`config.mk`:
```
export PLATFORM = sky130hd
export DESIGN_NAME = dot_accum_flat
export DESIGN_NICKNAME = d
export VERILOG_FILES = /design/src/rtl/dot_accum_if.sv /design/src/rtl/dot_accum.sv /design/src/flat_wrapper.sv
export SDC_FILE = /design/constraint.sdc
export NUM_CORES = 1
export LEC_CHECK = 0
export BUFFER_PORTS_ARGS = -buffer_cell sky130_fd_sc_hd__buf_2
export CELL_PAD_IN_SITES_DETAIL_PLACEMENT = 0
export CELL_PAD_IN_SITES_GLOBAL_PLACEMENT = 1
export CORE_ASPECT_RATIO = 1.1
export CORE_MARGIN = 10
export CORE_UTILIZATION = 25
export DETAILED_ROUTE_END_ITERATION = 6
export MAX_ROUTING_LAYER = met4
export PLACE_DENSITY = 0.54
export SYNTH_ARGS = -nofsm -noshare
export SYNTH_HDL_FRONTEND = slang
export SYNTH_SLANG_ARGS = --single-unit
```
`constraint.sdc`:
```
create_clock -name clk -period 4.5 [get_ports clk]
set_clock_uncertainty 0.2 [all_clocks]
set_input_delay 0.9 -clock clk [delete_from_list [all_inputs] [get_ports clk]]
set_output_delay 0.9 -clock clk [all_outputs]
set_load 0.01 [all_outputs]
```
`src/rtl/dot_accum_if.sv`:
```
// Product-in / sum-out stream bundle for the dot_accum stage.
// The product side is driven by the multiplier and the sum side feeds downstream.
interface dot_accum_if #(
    parameter int ACC_W = 24
);
    logic [15:0]      prod;
    logic             prod_valid;
    logic             prod_ready;
    logic             clear;
    logic [ACC_W-1:0] sum;
    logic             sum_valid;
    logic             sum_ready;
    logic             overflow;
    logic [7:0]       term_cnt;

    modport master (
        output prod, prod_valid, clear, sum_ready,
        input  prod_ready, sum, sum_valid, overflow, term_cnt
    );

    modport slave (
        input  prod, prod_valid, clear, sum_ready,
        output prod_ready, sum, sum_valid, overflow, term_cnt
    );
endinterface

```
`src/rtl/dot_accum.sv`:
```
// Sums N_TERMS unsigned 16-bit products into a dot product.
// The result is held in a one-deep output register with backpressure.
module dot_accum #(
    parameter int N_TERMS = 4,
    parameter int ACC_W   = 24
) (
    input  logic         clk,
    input  logic         rst,
    dot_accum_if.slave   bus
);
    logic [ACC_W-1:0] acc_q, acc_d;
    logic             acc_ovf_q, acc_ovf_d;
    logic [7:0]       term_cnt_q, term_cnt_d;
    logic [ACC_W-1:0] sum_q, sum_d;
    logic             overflow_q, overflow_d;
    logic             sum_valid_q, sum_valid_d;

    logic             last_term;
    logic             prod_ready;
    logic             accept;
    logic [ACC_W:0]   add_full;

    assign last_term  = (term_cnt_q == 8'(N_TERMS - 1));
    // Only the final term has to wait for the output register to free up.
    assign prod_ready = !rst && !bus.clear && !(last_term && sum_valid_q && !bus.sum_ready);
    assign accept     = bus.prod_valid && prod_ready;
    assign add_full   = {1'b0, acc_q} + {{(ACC_W + 1 - 16){1'b0}}, bus.prod};

    always_comb begin
        acc_d       = acc_q;
        acc_ovf_d   = acc_ovf_q;
        term_cnt_d  = term_cnt_q;
        sum_d       = sum_q;
        overflow_d  = overflow_q;
        sum_valid_d = sum_valid_q;

        if (sum_valid_q && bus.sum_ready) begin
            sum_valid_d = 1'b0;
        end

        if (bus.clear) begin
            acc_d      = '0;
            acc_ovf_d  = 1'b0;
            term_cnt_d = '0;
        end else if (accept) begin
            if (last_term) begin
                sum_d       = add_full[ACC_W-1:0];
                overflow_d  = acc_ovf_q | add_full[ACC_W];
                sum_valid_d = 1'b1;
                acc_d       = '0;
                acc_ovf_d   = 1'b0;
                term_cnt_d  = '0;
            end else begin
                acc_d      = add_full[ACC_W-1:0];
                acc_ovf_d  = acc_ovf_q | add_full[ACC_W];
                term_cnt_d = term_cnt_q + 8'd1;
            end
        end
    end

    always_ff @(posedge clk) begin
        if (rst) begin
            acc_q       <= '0;
            acc_ovf_q   <= 1'b0;
            term_cnt_q  <= '0;
            sum_q       <= '0;
            overflow_q  <= 1'b0;
            sum_valid_q <= 1'b0;
        end else begin
            acc_q       <= acc_d;
            acc_ovf_q   <= acc_ovf_d;
            term_cnt_q  <= term_cnt_d;
            sum_q       <= sum_d;
            overflow_q  <= overflow_d;
            sum_valid_q <= sum_valid_d;
        end
    end

    assign bus.prod_ready = prod_ready;
    assign bus.sum        = sum_q;
    assign bus.overflow   = overflow_q;
    assign bus.sum_valid  = sum_valid_q;
    assign bus.term_cnt   = term_cnt_q;
endmodule

```
`src/flat_wrapper.sv`:
```
// flat-port wrapper written by rule: the top's interface ports become plain ports
module dot_accum_flat 
#(
    parameter int N_TERMS = 4,
    parameter int ACC_W   = 24
)
  (clk, rst, bus_prod, bus_prod_valid, bus_clear, bus_sum_ready, bus_prod_ready, bus_sum, bus_sum_valid, bus_overflow, bus_term_cnt);
  dot_accum_if #(.ACC_W(ACC_W)) bus_i ();
  input  logic clk;
  input  logic rst;
  input wire logic [$bits(bus_i.prod)-1:0] bus_prod;
  input wire logic [$bits(bus_i.prod_valid)-1:0] bus_prod_valid;
  input wire logic [$bits(bus_i.clear)-1:0] bus_clear;
  input wire logic [$bits(bus_i.sum_ready)-1:0] bus_sum_ready;
  output wire logic [$bits(bus_i.prod_ready)-1:0] bus_prod_ready;
  output wire logic [$bits(bus_i.sum)-1:0] bus_sum;
  output wire logic [$bits(bus_i.sum_valid)-1:0] bus_sum_valid;
  output wire logic [$bits(bus_i.overflow)-1:0] bus_overflow;
  output wire logic [$bits(bus_i.term_cnt)-1:0] bus_term_cnt;
  assign bus_i.prod = bus_prod;
  assign bus_i.prod_valid = bus_prod_valid;
  assign bus_i.clear = bus_clear;
  assign bus_i.sum_ready = bus_sum_ready;
  assign bus_prod_ready = bus_i.prod_ready;
  assign bus_sum = bus_i.sum;
  assign bus_sum_valid = bus_i.sum_valid;
  assign bus_overflow = bus_i.overflow;
  assign bus_term_cnt = bus_i.term_cnt;
  dot_accum #(.N_TERMS(N_TERMS), .ACC_W(ACC_W)) u_core (.clk(clk), .rst(rst), .bus(bus_i));
endmodule
```
* Word level (Yosys, flattened, before mapping)
Index checks and enable logic that the tools add are counted.
** Storage, ports and cells
- Flip-flop bits (word level) :: 59
- Bits of input ports :: 21
- Output and inout bits :: 35
- Word-level logic and storage cells :: 30
** Operators by class
- Add/sub/neg operators :: 2
- Equal/unequal tests :: 1
- Mux-type cells :: 7
- Bitwise logic cells :: 2
- Reduce and logical (&&, ||, !) cells :: 12
** Operators with widths (count)
- $add 24x16->25 :: 1
- $mux 24 :: 1
- $add 8x1->8 const B :: 1
- $eq 8x2->1 const B :: 1
- $mux 8 :: 1
- $logic_and 1x1->1 :: 6
- $mux 1 :: 5
- $logic_not 1->1 :: 4
- $reduce_and 3->1 :: 1
- $reduce_or 2->1 :: 1
- $not 1->1 :: 1
- $or 1x1->1 :: 1

* Depth between registers and ports, before layout
- Word-level depth :: 8
- Depth in mapped cells :: 10
- Gate-level depth less buffers :: 9

* Worst setup path before layout
OpenSTA, ideal clock, no wires.
- Path kind :: input to register
- Start point :: input port bus_prod[0]
- End point :: register u_core.acc_ovf_q
- Library setup time :: 0.120 ns
- Arrival time :: 3.101 ns
- Data required time :: 4.180 ns
- Setup slack :: 1.080 ns
- Cell stages on the path :: 10
- Buffers on the path :: 1
- Cells stage by stage :: ha_1 > fa_1 > a21o_1 > a221o_1 > a32o_1 > a21o_1 > clkbuf_1 > and2_1 > a41oi_1 > nor2_1
** Between the ends
- Longest elaborated chain between the ends :: 3
** RTL lines
- start, declared :: line flat_wrapper.sv:11 : input wire logic [$bits(bus_i.prod)-1:0] bus_prod;
- $add 24x16->25 :: line dot_accum.sv:27 : assign add_full = {1'b0, acc_q} + {{(ACC_W + 1 - 16){1'b0}}, bus.prod};
- $or 1x1->1 :: line dot_accum.sv:55 : acc_ovf_d = acc_ovf_q | add_full[ACC_W];
- $mux 1 :: line dot_accum.sv:46 : if (last_term) begin
- end signal, assigned :: line dot_accum.sv:71 : acc_ovf_q <= acc_ovf_d;
- end, declared :: line dot_accum.sv:12 : logic acc_ovf_q, acc_ovf_d;
No other way between the ends.
A chain may end at the register's enable or synchronous reset.

* Worst setup path in the final report
- Start point :: register u_core.term_cnt_q[1] (netlist: u_core.bus.term_cnt[1])
- End point :: output port bus_prod_ready
** Between the ends
- Longest elaborated chain between the ends :: 5
** RTL lines
- start, declared :: line dot_accum.sv:13 : logic [7:0] term_cnt_q, term_cnt_d;
- start signal, assigned :: line dot_accum.sv:72 : term_cnt_q <= term_cnt_d;
- $eq 8x2->1 :: line dot_accum.sv:23 : assign last_term = (term_cnt_q == 8'(N_TERMS - 1));
- $logic_and 1x1->1 (2 in series) :: line dot_accum.sv:25 : assign prod_ready = !rst && !bus.clear && !(last_term && sum_valid_q && !bus.sum_ready);
- $logic_not 1->1 :: line dot_accum.sv:25
- $logic_and 1x1->1 :: line dot_accum.sv:25
- end, declared :: line flat_wrapper.sv:15 : output wire logic [$bits(bus_i.prod_ready)-1:0] bus_prod_ready;
No other way between the ends.

==> run summary <==
Mapped Nets -> 423
DIE WIDTH -> 127 um
largest net degree at the start of global routing -> 31
Final Hold Viols -> 0
WS Path Type -> register to primary output
most frequent cells in the layout -> 59 x dfxtp_1, 55 x buf_2, 48 x nand2_1
Total GRT Usage -> 11.5%
Remaining Overflow, GRT -> 0
Setup TNS Final -> 0 ns
Pwr per Cell Area -> 340 nW/um2
final-report max-slew violation count -> 0
Seq/Total Area, Yosys -> 37.2%
DR iter-0 viols -> 115
Critical Path RT -> 3.40 ns
syn_area_per_cell -> 8.27 um2
fillers -> 1382
antenna violations before repair -> 0
Register Area -> 1180 um2
Critical Path Fanout Max -> 10
Root Buffer -> clkbuf_16
Final ANT Viol Nets -> 0
asr flop ratio synth -> 0%
synthesized area -> 3180 um2
YS warnings -> 0
Peak VDD IR -> 122 uV
Max Freq -> 263 MHz
Port Buffers -> 55
final setup vio count -> 0
CTS tree -> built
Initial Utilization -> 25.3%
final wirelength -> 9720 um
first-pass GRT wire length -> 15800 um
total CTS buffers -> 9
Post-CTS Resized -> 0
num ports -> 56
Die Span Y -> 138 um
Routed WL per cell -> 16.3 um
Tmin final -> 3.80 ns
ANT cells -> 0
area of the core -> 12500 um2
area of the multi-input gates -> 1880 um2
worst-skew pair later-pin latency -> 0.33 ns
Overall Power -> 1.32 mW
period utilization -> 84.4%
hold_buf cts -> 0
RSZ-0062 raised after global routing -> no
Worst-path clk slew -> 0.05 ns
WP data arrival -> 2.70 ns
Setup Fix Bufs, Post-CTS -> 0
H-tree depth -> 3
DR pass1 iterations -> 4
Die ar. -> 17600 um2
Synth Instances -> 384
# rows -> 43
routability cong. -> 0.827
drt via density -> 4.91
layout cell share with drive strength beyond 1 -> 19.2%
Cell variety after synth -> 53
clock sinks -> 59
synthesized flop and latch total -> 59
Rel. slew slack -> 58.4%
vias in the first global route -> 2945
Startpoint Class -> register
EDFF count, synth -> 0
status -> finished, final reports clean
actual slew at the worst max-slew pin -> 0.625 ns
commonest non-fill, non-tap cell in the layout -> dfxtp_1
Max Cap Viol -> 0
maximum root-to-sink buffer count -> 2
Hold WC Path Type -> register to register
Post-synth top flop -> dfxtp_1
Leak -> 1.60 nW
Final HPWL DP -> 7100 um
final net count -> 472
Layout area overhead -> 22.3%
critical path capture point type -> primary output
drc violations -> 0
routed vias -> 2919
## worst paths after layout
check,from,end,slack [ns],cells past startpoint
worst max register to register,u_core.bus.term_cnt[1],u_core.bus.term_cnt[7],1.09,8
worst max-delay path,u_core.bus.term_cnt[1],bus_prod_ready,0.70,6
worst min-delay path,u_core.bus.sum[9],u_core.bus.sum[9],0.25,2
worst min register to register,u_core.bus.sum[9],u_core.bus.sum[9],0.25,2
## metal layers
layer	track usage, %	up-vias	wire length [um]
met2	17.7	43	4670
met5	-	-	0
met4	4.50	0	144
li1	-	1482	-
met1	14.2	1386	4620
met3	2.41	8	286
## logic make-up (layout without fill, tap and decap cells)
kind of cell,Yosys count,count (layout),synth area share [%]
adders and majority gates,18,18,7.33
xor gates and xnor gates,24,24,6.62
buffers and inverters,25,79,3.86
AOI/OAI and AO/OA,104,104,21.6
and+or+nand+nor,154,154,23.4
DFF,59,59,37.2
## state kept, by name, summed over array words and instances, names as in the netlist
register and count:
u_core.bus.overflow 1, u_core.bus.term_cnt 8, u_core.bus.sum 24, u_core.bus.sum_valid 1, u_core.acc_ovf_q 1, u_core.acc_q 24
## cells in the mapped netlist, drive strengths merged, types with 3 or more instances
master  number  area share (%)
o211ai       3            0.71
xnor2       11             3.0
o31ai        7             1.7
nand2       48             5.7
nand4       10             2.0
o21ai       18             3.0
a211oi       7             1.8
and3         5            0.98
dfxtp       59              37
clkbuf      15             1.8
ha          17             6.7
nand3b       4            0.95
a31oi        4            0.79
xor2        13             3.6
nand3       17             2.7
nand2b       3            0.59
nor3         5            0.79
a22oi        8             1.9
buf          8             1.9
a21o         8             1.9
nor2        42             5.0
nor3b        3             1.1
a21oi       29             4.6
nor2b        4            0.79
## report_power, final
group,switching (mW),leakage [nW],internal [mW]
Sequential,0.00382,0.476,0.528
Combinational,0.0703,0.978,0.0417
Clock,0.244,0.144,0.431
Total,0.318,1.60,1.00
## critical path, cell delays in order (launching register included)
cell	delay (ns)
dfxtp_1	0.42
ha_1	0.26
or4b_1	0.49
or4_1	0.67
nor2_1	0.30
nor2_1	0.07
buf_2	0.15
## through the flow
stage	worst slack (ns)	instance area (um2)	hold WS [ns]	std cells	util [%]
after global placement	0.866	3580	0.242	579	28.6
after CTS	0.666	3880	0.254	595	31.0
after global routing	0.510	3880	0.274	595	31.0
after floorplan	1.08	3180	0.236	384	-
after detailed placement	0.806	3580	0.247	579	28.6
final	0.700	3880	0.250	595	31.0
## area by class of cell
| class | instances | share of cell area (%) |
|---|---|---|
| multi-input cells | 300 | 48.4 |
| well taps | 157 | 5.06 |
| clock buffers | 13 | 7.21 |
| repair buffers | 61 | 8.24 |
| clock inverters | 3 | 0.515 |
| inverters | 2 | 0.193 |
| flip-flops and latches | 59 | 30.4 |
(Power assumes the default switching activity.)
